===== src/rtl/lsu_access_sequencer.sv =====
// -----------------------------------------------------------------------------
// lsu_access_sequencer
//
// Load/store sequencer between the CPU datapath and the data Memory port.
// Takes one byte/half/word load or store per request and turns it into
// Memory-port cycles:
//   - aligned requests become a single native access,
//   - misaligned requests are split into little-endian byte accesses
//     (or rejected with resp_err when splitting is disabled or the target is
//     the memory-mapped IO word),
//   - load data is assembled and sign/zero-extended here, so the Memory
//     ExtendSign input is held at 0.
// Exactly one response pulse is returned per accepted request.
//
// Ports
//   clk, rst           clock, asynchronous active-high reset
//   req_valid/ready    request handshake (ready only while idle)
//   req_store          1 = store, 0 = load
//   req_addr           byte address
//   req_wdata          right-aligned store data
//   req_wl             0 byte, 1 half, 2 word (3 behaves as word)
//   req_sign           sign-extend the load result
//   resp_valid         one-cycle completion pulse
//   resp_rdata         extended load result (0 for stores and errors)
//   resp_err           misaligned request rejected
//   mem_addr/wdata/write_en/read/extend_sign/wl   Memory port drive
//   mem_rdata          Memory read data, combinational in the access cycle
// -----------------------------------------------------------------------------
module lsu_access_sequencer #(
  parameter bit          SPLIT_EN = 1'b1,
  parameter logic [31:0] IO_ADDR  = 32'd4096
) (
  input  logic        clk,
  input  logic        rst,
  input  logic        req_valid,
  output logic        req_ready,
  input  logic        req_store,
  input  logic [31:0] req_addr,
  input  logic [31:0] req_wdata,
  input  logic [1:0]  req_wl,
  input  logic        req_sign,
  output logic        resp_valid,
  output logic [31:0] resp_rdata,
  output logic        resp_err,
  output logic [31:0] mem_addr,
  output logic [31:0] mem_wdata,
  output logic        mem_write_en,
  output logic        mem_read,
  output logic        mem_extend_sign,
  output logic [1:0]  mem_wl,
  input  logic [31:0] mem_rdata
);

  typedef enum logic [1:0] {IDLE, ACCESS, RESP} state_t;

  state_t      state, state_nxt;

  logic        store_q;
  logic [31:0] addr_q;
  logic [31:0] wdata_q;
  logic [1:0]  wl_q;
  logic        sign_q;
  logic        split_q;
  logic        err_q;
  logic [1:0]  cnt_q;
  logic [31:0] rdata_q;

  logic        accept;
  logic [1:0]  req_wl_n;
  logic        misaligned;
  logic        reject;
  logic        last_access;

  // Width-based extension of the assembled load word.
  function automatic logic [31:0] extend_load(input logic [31:0] d,
                                              input logic [1:0]  wl,
                                              input logic        sgn);
    logic signed [7:0]  b8;
    logic signed [15:0] h16;
    logic [31:0]        r;
    b8  = d[7:0];
    h16 = d[15:0];
    case (wl)
      2'd0:    r = sgn ? 32'(b8)  : {24'd0, d[7:0]};
      2'd1:    r = sgn ? 32'(h16) : {16'd0, d[15:0]};
      default: r = d;
    endcase
    return r;
  endfunction

  // Store byte lane k of a right-aligned store word, placed in bits 7:0.
  function automatic logic [31:0] store_lane(input logic [31:0] d,
                                             input logic [1:0]  k);
    return {24'd0, d[{k, 3'b000} +: 8]};
  endfunction

  // Request decode: width 3 is folded onto word before alignment checks.
  assign req_wl_n   = (req_wl == 2'd3) ? 2'd2 : req_wl;
  assign misaligned = ((req_wl_n == 2'd1) && req_addr[0]) ||
                      ((req_wl_n == 2'd2) && (req_addr[1:0] != 2'd0));
  assign reject     = misaligned &&
                      (!SPLIT_EN || (req_addr[31:2] == IO_ADDR[31:2]));
  assign accept     = req_valid && (state == IDLE);

  // Split halves take two byte cycles, split words four; aligned takes one.
  assign last_access = !split_q ||
                       (cnt_q == ((wl_q == 2'd1) ? 2'd1 : 2'd3));

  // ---- state register ----
  always_ff @(posedge clk or posedge rst) begin
    if (rst) state <= IDLE;
    else     state <= state_nxt;
  end

  // ---- next-state logic ----
  always_comb begin
    state_nxt = state;
    case (state)
      IDLE:    if (accept) state_nxt = reject ? RESP : ACCESS;
      ACCESS:  if (last_access) state_nxt = RESP;
      RESP:    state_nxt = IDLE;
      default: state_nxt = IDLE;
    endcase
  end

  // ---- request latch / byte counter / load assembly ----
  always_ff @(posedge clk or posedge rst) begin
    if (rst) begin
      store_q <= 1'b0;
      addr_q  <= '0;
      wdata_q <= '0;
      wl_q    <= '0;
      sign_q  <= 1'b0;
      split_q <= 1'b0;
      err_q   <= 1'b0;
      cnt_q   <= '0;
      rdata_q <= '0;
    end else if (accept) begin
      store_q <= req_store;
      addr_q  <= req_addr;
      wdata_q <= req_wdata;
      wl_q    <= req_wl_n;
      sign_q  <= req_sign;
      split_q <= misaligned && !reject;
      err_q   <= reject;
      cnt_q   <= '0;
      rdata_q <= '0;
    end else if (state == ACCESS) begin
      cnt_q <= cnt_q + 2'd1;
      if (!store_q) begin
        if (split_q) rdata_q[{cnt_q, 3'b000} +: 8] <= mem_rdata[7:0];
        else         rdata_q <= mem_rdata;
      end
    end
  end

  // ---- output decode ----
  always_comb begin
    req_ready    = (state == IDLE);
    resp_valid   = 1'b0;
    resp_err     = 1'b0;
    resp_rdata   = '0;
    mem_addr     = '0;
    mem_wdata    = '0;
    mem_write_en = 1'b0;
    mem_read     = 1'b0;
    mem_wl       = '0;
    case (state)
      ACCESS: begin
        // cnt_q stays 0 for aligned accesses, so the sum is the plain address.
        mem_addr     = addr_q + {30'd0, cnt_q};
        mem_wl       = split_q ? 2'd0 : wl_q;
        mem_read     = !store_q;
        mem_write_en = store_q;
        if (store_q) mem_wdata = split_q ? store_lane(wdata_q, cnt_q) : wdata_q;
      end
      RESP: begin
        resp_valid = 1'b1;
        resp_err   = err_q;
        if (!store_q && !err_q) resp_rdata = extend_load(rdata_q, wl_q, sign_q);
      end
      default: ;
    endcase
  end

  assign mem_extend_sign = 1'b0;

endmodule


===== config.mk =====
export PLATFORM = sky130hd
export DESIGN_NAME = lsu_access_sequencer
export DESIGN_NICKNAME = d
export VERILOG_FILES = /design/src/rtl/lsu_access_sequencer.sv
export SDC_FILE = /design/constraint.sdc
export NUM_CORES = 1
export LEC_CHECK = 0
export BUFFER_PORTS_ARGS = -buffer_cell sky130_fd_sc_hd__buf_2
export CAP_MARGIN = 20
export CORE_ASPECT_RATIO = 0.75
export CORE_MARGIN = 5
export CORE_UTILIZATION = 46
export CTS_CLUSTER_DIAMETER = 100
export DETAILED_ROUTE_END_ITERATION = 8
export PLACE_DENSITY = 0.88
export SLEW_MARGIN = 20
export SYNTH_ARGS = -nofsm -noshare
export SYNTH_HDL_FRONTEND = slang
export SYNTH_SLANG_ARGS = --single-unit

===== constraint.sdc =====
create_clock -name clk -period 3.1 [get_ports clk]
set_clock_uncertainty 0.2 [all_clocks]
set_input_delay 0.155 -clock clk [delete_from_list [all_inputs] [get_ports clk]]
set_output_delay 0.155 -clock clk [all_outputs]
set_load 0.01 [all_outputs]

**Word level (Yosys, flattened, before mapping)**

Cells that the tools add are included.
Widths: inputs -> output; s select.

- Output and inout bits: 104
- Register bits after elaboration: 106
- Bits of input ports: 103

- Add/sub/neg operators: 3
- Reductions and logical operators: 18
- Shifts and indexed selects: 3
- Muxes and demuxes: 28
- Equal/unequal tests: 11

Operator list:

| kind | number |
|---|---|
| $mux 32 | 12 |
| $pmux 32 s2 | 1 |
| $add 32x2->32 | 1 |
| $bwmux 32 | 1 |
| $shift 8x7->32 const A | 1 |
| $shiftx 32x6->8 | 1 |
| $shiftx 8x7->32 | 1 |
| $eq 30x11->1 const B | 1 |
| $mux 2 | 9 |
| $neg 5->7 | 1 |
| $eq 2x1->1 const B | 3 |
| $eq 2x2->1 const B | 3 |
| $logic_and 1x1->1 | 6 |
| $logic_not 1->1 | 4 |
| $logic_not 2->1 | 2 |
| $mux 1 | 4 |
| $ne 2x1->1 const B | 2 |
| $pmux 2 s2 | 1 |
| $reduce_and 2->1 | 2 |
| $reduce_bool 2->1 | 2 |
| $add 2x1->2 const B | 1 |
| $eq 2x2->1 | 1 |
| $logic_or 1x1->1 | 2 |
| $ne 2x2->1 const B | 1 |

**Depth between registers and ports, before layout**

Gate-level depths: netlist (run 1).

- Word-level depth: 9
- Gate-level depth with buffers: 8

**Least setup slack after synthesis (run 1)**

Ideal clock, no wire load.

- Path type: register to output
- From: register cnt_q[0]
- To: output port mem_addr[28]
- Path slack: 0.458 ns
- Cell stages (with the launch flop): 8
- Required time: 2.745 ns
- Arrival: 2.287 ns
- Cells stage by stage: dfrtp_1 ha_1 fa_1 nand4_1 or3_1 clkbuf_1 nor4_1 mux2i_1

- Cells in the longest elaborated chain, start to end: 2

Ends and longest elaborated chain:

| element | RTL line | source |
|---|---|---|
| start: declaration | 65 | `logic [1:0] cnt_q;` |
| start signal: assignment | 149 | `cnt_q <= cnt_q + 2'd1;` |
| $add 32x2->32 | 171 | `mem_addr = addr_q + {30'd0, cnt_q};` |
| $mux 32 | 168 | `case (state)` |
| end: declaration | 45 | `output logic [31:0] mem_addr,` |

Every way passes these cells.

**Worst setup path in the final report (run 1)**

- From: register cnt_q[0]
- To: output port mem_addr[18]

The elaborated chain is that of the path after synthesis.

==> metrics, run 1 <==
outcome finished clean; Synth top area share 43.6%; net load switching power 3020 µW; nets@finish 1147; CTS tree built; Synth Instances 739; Clock transition at path regs 70 ps; HP Class in -> async; clk sinks 106; Ports 207; H-tree depth 3; Pleak 0.00429 µW; f_max 338 MHz; PD cells 794 nW/µm²; power share of the combinational group 43.7%; Seq/Total Area, Yosys 43.6%; DRT iter0 DRCs 752; Post-synth EDFFs 0; Flop pwr share 39.4%; worst path arrival time 2600 ps; fin crit period 2960 ps; Switching Share 43.6%; die width 143 µm; Vias 6996; Area Overhead vs Synth 43.1%; Design Power 6910 µW; layout cell share with drive strength beyond 1 25.9%; predominant post-synthesis flop cell dfrtp_1; Tot GR Track Use 28.4%; Multi-input gate area 3150 µm²; DRT Wirelength 22600 µm; largest cells by area after synthesis dfrtp_1 44%, nand2_1 13%, a21oi_1 4.3%; R2R cell count 7; Clk Latency, worst-skew pair 340 ps; vias in the first global route 6926; Synth Register Bits 106; fraction of registers with async set/reset 100%; initial core utilization 46.9%; final worst slack 140 ps; Synth area leader dfrtp_1; TNS Setup 0 ps; max_slew headroom 34.6%; global-route wire length before repair 35500 µm; Hold Vio Cnt, Final 0; Mapped Area 6080 µm²; vias per cell 5.77; pins over their slew limit 0; Final Setup Violations 0; Clock Tree Root clkbuf_16; Detail Placement HPWL 14100 µm; Req. time, crit path 2740 ps; most common cell after layout, fill and taps aside nand2_1; register area 2650 µm²; Syn Area/Cell 8.23 µm²; Setup Crit Path Kind reg -> out; YS warnings 0; Worst-Margin Slew 979 ps; Peak VDD IR 0.451 mV; Clock Path Buffers 2; period utilization 95.5%; P_int 3900 µW; Setup WS pre-CTS 294 ps; slack of the worst reg-to-reg path 310 ps; Worst Path Max Fanout 7; # DRC 0; most frequent cells in the layout 208 x nand2_1, 205 x buf_2, 106 x dfrtp_1; Distinct cells, synth 49; power share of the clock group 16.9%; Antenna Nets Post-Route 0; utilization after layout 67.1%; CTS buffer count 9; Placement Rows 36; largest net degree at the start of global routing 50; total gr overflow 0; Routed wire per std cell 18.6 µm; crit end category output port; core area 13000 µm²; antenna violations before repair 0; Layout fillers 996; Port Buffers 205; GPL Wtd Cong 0.901; reg2reg start cnt_q[1]; Max Cap Viol 0; Die Y 110 µm; DR pass1 iterations 6; crit start category register; syn_nets 850; reg-to-reg endpoint rdata_q[6]; final instance area 8700 µm²; dpl cell area 7330 µm²; die outline area 15600 µm²
worst max-delay path: stages, from the launching register on:
cell     delay, ps
dfrtp_1        350
ha_1           190
fa_2           260
nand4_1        200
or3_4          430
or4_1          510
a21oi_2        170
buf_2          150
area by class of cell:
class                   count  area share, %
clock inverters             4          0.590
inverters                  30           1.34
repair buffers            333           26.0
multi-input cells         556           36.2
clock buffers              12           2.83
diodes                      1         0.0288
well taps                 171           2.46
flip-flops and latches    106           30.5
flip-flops by register name, indices dropped and copies added (netlist names):
register	flops
rdata_q	32
addr_q	32
store_q	1
state	2
wdata_q	32
err_q	1
split_q	1
cnt_q	2
sign_q	1
wl_q	2
timing repair:
item | CTS | global route
gates resized for setup | 1 | 2
cloned | 0 | 1
endpoints found under the setup margin | 5 | 6
pin swaps | 0 | 2
buffers inserted | 0 | 6
hold buffers | 101 | 0
endpoints found under the hold margin | 117 | 0
stage by stage:
stage,std cells,hold WS [ps]
after global placement,1088,-16.7
after floorplan,739,60.4
after global routing,1212,202
after CTS,1205,179
after detailed placement,1088,-6.46
final,1213,175
synth_stat cells (7+ instances only):
master / number
a22oi_1: 23
nor2b_1: 7
o22ai_1: 8
clkbuf_1: 44
dfrtp_1: 106
nand3_1: 10
a22o_1: 9
inv_1: 29
mux2_2: 9
or4_1: 11
xnor2_1: 9
nand2b_1: 7
nor2_1: 19
nand4_1: 9
o2bb2ai_1: 24
nand2_1: 208
nor4_1: 12
and2_1: 36
nor3_1: 9
o31ai_1: 12
o21ai_0: 28
ha_1: 7
a21oi_1: 52
metal layers:
layer | vias to the layer above | track usage (%) | share of wire (%)
li1 | 3146 | - | -
met2 | 490 | 44.4 | 45
met3 | 94 | 6.43 | 10
met4 | 0 | 11.9 | 3.8
met1 | 3266 | 38.4 | 41
met5 | - | 0 | 0
kinds of logic (layout without fill, tap and decap cells):
group | count (synthesis) | after routing | synth area share, %
XOR/XNOR | 12 | 12 | 1.73
AO/OA/AOI/OAI | 169 | 169 | 18.1
adder cells (fa/ha/maj) | 8 | 8 | 1.77
AND/OR/NAND/NOR | 353 | 354 | 27.6
flip-flops | 106 | 106 | 43.6
other | 1 | 2 | 0.0617
multiplexers | 12 | 12 | 2.16
buffers and inverters | 78 | 379 | 5.00
power by group through the flow:
| stage | logic (µW) | registers [µW] | clock network (µW) |
|---|---|---|---|
| final | 3020 | 2720 | 1170 |
| after global routing | 3330 | 2800 | 1240 |
| after CTS | 2920 | 2670 | 1170 |
| after detailed placement | 2800 | 2690 | 0 |
| after global placement | 2720 | 2650 | 0 |
| after floorplan | 1980 | 2420 | 0 |
worst max path at each step:
stage,start,end,slack [ps],depth (start not counted)
6_report,cnt_q[0],mem_addr[18],140,7
5_1_grt,cnt_q[0],mem_addr[22],-20,7
4_1_cts,cnt_q[0],mem_addr[18],30,7
3_5_place_dp,cnt_q[0],mem_addr[18],290,7
3_3_place_gp,addr_q[0],mem_addr[18],380,7
2_1_floorplan,cnt_q[0],mem_addr[28],460,7
Power figures use the tool's default switching activity.
==> run 2, diff against run 1 <==
Settings changed: CELL_PAD_IN_SITES_DETAIL_PLACEMENT from default to 1, CELL_PAD_IN_SITES_GLOBAL_PLACEMENT from default to 1, CORE_UTILIZATION 46 to 33.
==> metrics, run 2 (synthesis gave the netlist of run 1 again) <==
outcome finished clean; grt met3 use 5.63%; largest net degree at the start of global routing 49; slack of the worst reg-to-reg path 200 ps; CP peak stage delay 500 ps; Port Buffers 205; Non-Filler Instances 1289; vias in the first global route 7339; TNS Setup 0 ps; M1 GR Usage 30.9%; nets@finish 1144; crit path buf inv count 1; pins over their slew limit 0; Max Cap Viol 0; Die Y 128 µm; Area Overhead vs Synth 44.4%; HP Class in -> async; Clock transition at path regs 70 ps; reg-to-reg endpoint rdata_q[12]; biggest regs addr_q (32), rdata_q (32), wdata_q (32); Tot GR Track Use 24.3%; Clock Tree Root clkbuf_16; layout cell share with drive strength beyond 1 25.7%; utilization after layout 48.0%; Design Power 6950 µW; Worst-Margin Slew 1030 ps; final worst slack 107 ps; clk sinks 106; crit-path cells ha_1 > fa_2 > nand4_1 > or3_4 > or4_1 > a21oi_2 > buf_2; busiest grt layer met2; Antenna Nets Post-Route 0; Clk Latency, worst-skew pair 350 ps; total gr overflow 0; Peak VDD IR 0.295 mV; period utilization 96.5%; vias per cell 5.37; DR pass1 iterations 5; Detail Placement HPWL 16500 µm; core area 18300 µm²; R2R cell count 7; GR Util met2 41.1%; Hold Vio Cnt, Final 0; RSZ-0062 raised after global routing false; max_slew headroom 31.0%; DRT Wirelength 26500 µm; H-tree depth 3; PD cells 792 nW/µm²; Routed wire per std cell 20.5 µm; reg2reg start cnt_q[1]; GPL Wtd Cong 0.878; CTS buffer count 9; Vias 6926; Setup WS pre-CTS 227 ps; Cells after DPL 1163; most common cell after layout, fill and taps aside nand2_1; Clock Path Buffers 2; Setup Crit Path Kind reg -> out; largest delay contributor family on the critical path simple AND/OR/NAND/NOR gates; Crit. Startpoint addr_q[0]; Worst setup endpoint mem_addr[18]; Worst Path Max Fanout 8; Placement Rows 43; CTS tree built; f_max 334 MHz; Req. time, crit path 2740 ps; die width 167 µm; Final Setup Violations 0; antenna violations before repair 4; crit start category register; fin crit period 2990 ps; Pleak 0.00428 µW; Ports 207; DRT iter0 DRCs 547; Crit. path cell count 7; worst path arrival time 2640 ps; global-route wire length before repair 41100 µm; most frequent cells in the layout 208 x nand2_1, 206 x buf_2, 106 x dfrtp_1; crit end category output port; initial core utilization 33.2%; # DRC 0; CP max stage cell or4_1; die outline area 21300 µm²
[run 2: metal layers]
metal / vias to the layer above / routed length [µm]
li1: 3152 / -
met2: 301 / 13000
met5: - / 0
met3: 59 / 1630
met1: 3414 / 11100
met4: 0 / 753
[run 2: cell type report]
class	instances	area, µm²
Fill cell	2231	9510
Sequential cell	106	2650
Clock buffer	13	260
Multi-Input combinational cell	555	3160
Antenna cell	5	12.5
Tap cell	247	309
Inverter	30	116
Clock inverter	2	12.5
Timing Repair Buffer	331	2260
[run 2: worst min-delay path, cell delays in order]
cell	delay, ps
dlygate4sd3_1	550
buf_2	140
clkinvlp_4	300
[run 2: stage by stage]
step / area [µm²] / hold slack (ps)
finish: 8780 / 187
global route: 8780 / 216
CTS: 8720 / 276
detailed placement: 7420 / 153
global placement: 7420 / 146
floorplan: 6090 / 60.4
[run 2: where the power goes]
part / switching [µW] / internal, µW
combinational: 1900 / 1220
clock: 514 / 585
sequential: 706 / 2020
[run 2: timing repair]
action,in CTS,in global routing
hold buffers,102,0
resized for setup,1,2
pin swaps,1,1
endpoints found under the hold margin,141,0
setup endpoints to repair,6,5
buffers inserted,0,3
[run 2: how the worst min path moves through the flow]
| stage | start | to | slack (ps) | cells past startpoint |
|---|---|---|---|---|
| after floorplan | req_addr[0] | addr_q[0] | 60 | 2 |
| after global placement | req_wdata[7] | wdata_q[7] | 150 | 3 |
| after detailed placement | req_wdata[2] | wdata_q[2] | 150 | 3 |
| after CTS | wdata_q[0] | wdata_q[0] | 280 | 2 |
| after global routing | rst | wl_q[0] | 220 | 3 |
| final | rst | rdata_q[0] | 190 | 3 |
==> run 3, diff against run 2 <==
==> constraint.sdc (replaced) <==
create_clock -name clk -period 3.1 [get_ports clk]
set_clock_uncertainty 0.2 [all_clocks]
set_input_delay 0.31 -clock clk [delete_from_list [all_inputs] [get_ports clk]]
set_output_delay 0.31 -clock clk [all_outputs]
set_load 0.01 [all_outputs]
==> metrics, run 3 (synthesis gave the netlist of run 1 again) <==
outcome complete, but fails checks; failing checks negative setup slack; Hold Vio Cnt, Final 0; Max Cap Viol 0; worst path arrival time 2590 ps; DRT iter0 DRCs 398; largest net degree at the start of global routing 52; Req. time, crit path 2590 ps; Setup Crit Path Kind reg -> out; Layout fillers 2247; layout cell share with drive strength beyond 1 29.0%; H-tree depth 3; PD cells 830 nW/µm²; pins over their slew limit 0; DR pass1 iterations 4; vias in the first global route 6934; Port Buffers 205; Worst-Margin Slew 986 ps; TNS Setup -4.03 ps; Die Y 128 µm; die width 167 µm; most common cell after layout, fill and taps aside nand2_1; biggest regs addr_q (32), rdata_q (32), wdata_q (32); crit-path cells ha_2 > fa_2 > nand4_1 > or3_4 > or4_4 > a21oi_2 > buf_2; RSZ-0062 raised after global routing true; f_max 322 MHz; CP peak stage delay 520 ps; GR Util met2 37.6%; grt met3 use 4.95%; Antenna Nets Post-Route 0; R2R cell count 7; Hold Path Cell Cnt 3; HP Start req_addr[9]; Worst Path Max Fanout 6; Clock transition at path regs 70 ps; vias per cell 5.36; reg-to-reg endpoint rdata_q[9]; global-route wire length before repair 38300 µm; Area Overhead vs Synth 40.5%; die outline area 21300 µm²; nets@finish 1115; core area 18300 µm²; final worst slack -4.03 ps; Clock Tree Root clkbuf_16; reg2reg start cnt_q[1]; busiest grt layer met2; crit end category output port; Placement Rows 43; Vias 6741; Design Power 7100 µW; Tot GR Track Use 22.4%; CTS buffer count 9; HP Class in -> reg; antenna violations before repair 2; slack of the worst reg-to-reg path 370 ps; Routed wire per std cell 20.0 µm; period utilization 100%; total gr overflow 0; Peak VDD IR 0.337 mV; Final Setup Violations 1; Clk Latency, worst-skew pair 340 ps; Pleak 0.00417 µW; Clock Path Buffers 2; CP max stage cell or4_4; CTS tree built; most frequent cells in the layout 208 x nand2_1, 205 x buf_2, 105 x dfrtp_1; crit start category register; max_slew headroom 33.7%; # DRC 0; GPL Wtd Cong 0.875; Setup WS pre-CTS 71.4 ps; DRT Wirelength 25100 µm; Hold EP addr_q[9]; Ports 207; M1 GR Usage 29.5%; fin crit period 3100 ps; Detail Placement HPWL 16800 µm; clk sinks 106; initial core utilization 33.2%
-- run 3: per-layer routing --
metal  up-vias  share of wire [%]
met3        39                5.8
met2       262                 48
li1       3091                  -
met4         0                1.6
met1      3349                 44
met5         -                  0
-- run 3: per-stage QoR --
stage               util, %  instance area, µm²  hold slack, ps  instances
floorplan                 -                6090             215        739
global placement       40.6                7420             253       1165
detailed placement     40.6                7430             262       1165
CTS                    46.0                8410            3.09       1246
global route           46.7                8550            30.1       1258
finish                 46.7                8550            25.0       1258
-- run 3: worst max path at each step --
| stage | startpoint | to | slack [ps] | depth (start not counted) |
|---|---|---|---|---|
| after floorplan | cnt_q[0] | mem_addr[28] | 300 | 7 |
| after global placement | addr_q[0] | mem_addr[18] | 150 | 7 |
| after detailed placement | cnt_q[0] | mem_addr[18] | 70 | 7 |
| after CTS | cnt_q[0] | mem_addr[18] | 2 | 7 |
| after global routing | addr_q[0] | mem_addr[26] | -70 | 7 |
| final | cnt_q[0] | mem_addr[26] | -4 | 7 |
-- run 3: cell type report --
cell class	count	area [µm²]	area share (%)
diodes	2	5.00	0.0586
clock buffers	9	225	2.64
clock inverters	7	98.8	1.16
inverters	30	116	1.36
multi-input cells	557	3230	37.8
flip-flops and latches	106	2650	31.1
well taps	247	309	3.62
repair buffers	300	1910	22.3
-- run 3: worst max-delay path: cells and delay by family (launching register included) --
family	cells	cell delay [ps]
and+or+nand+nor	3	1130
AOI/OAI and AO/OA	1	180
DFF	1	370
adders and majority gates	2	430
buffers and inverters	1	150
-- run 3: repair_timing --
action,in CTS,in global routing
resized for setup,5,12
hold buffers,62,0
endpoints found under the setup margin,9,12
cloned,0,2
setup buffers,3,8
hold endpoints to repair,96,0
pin swaps,2,5
-- run 3: where the power goes --
part           leakage (µW)  switching, µW  internal, µW
Clock              0.000157            547           716
Sequential          0.00135            680          2020
Combinational       0.00266           1910          1220
Total               0.00417           3130          3960
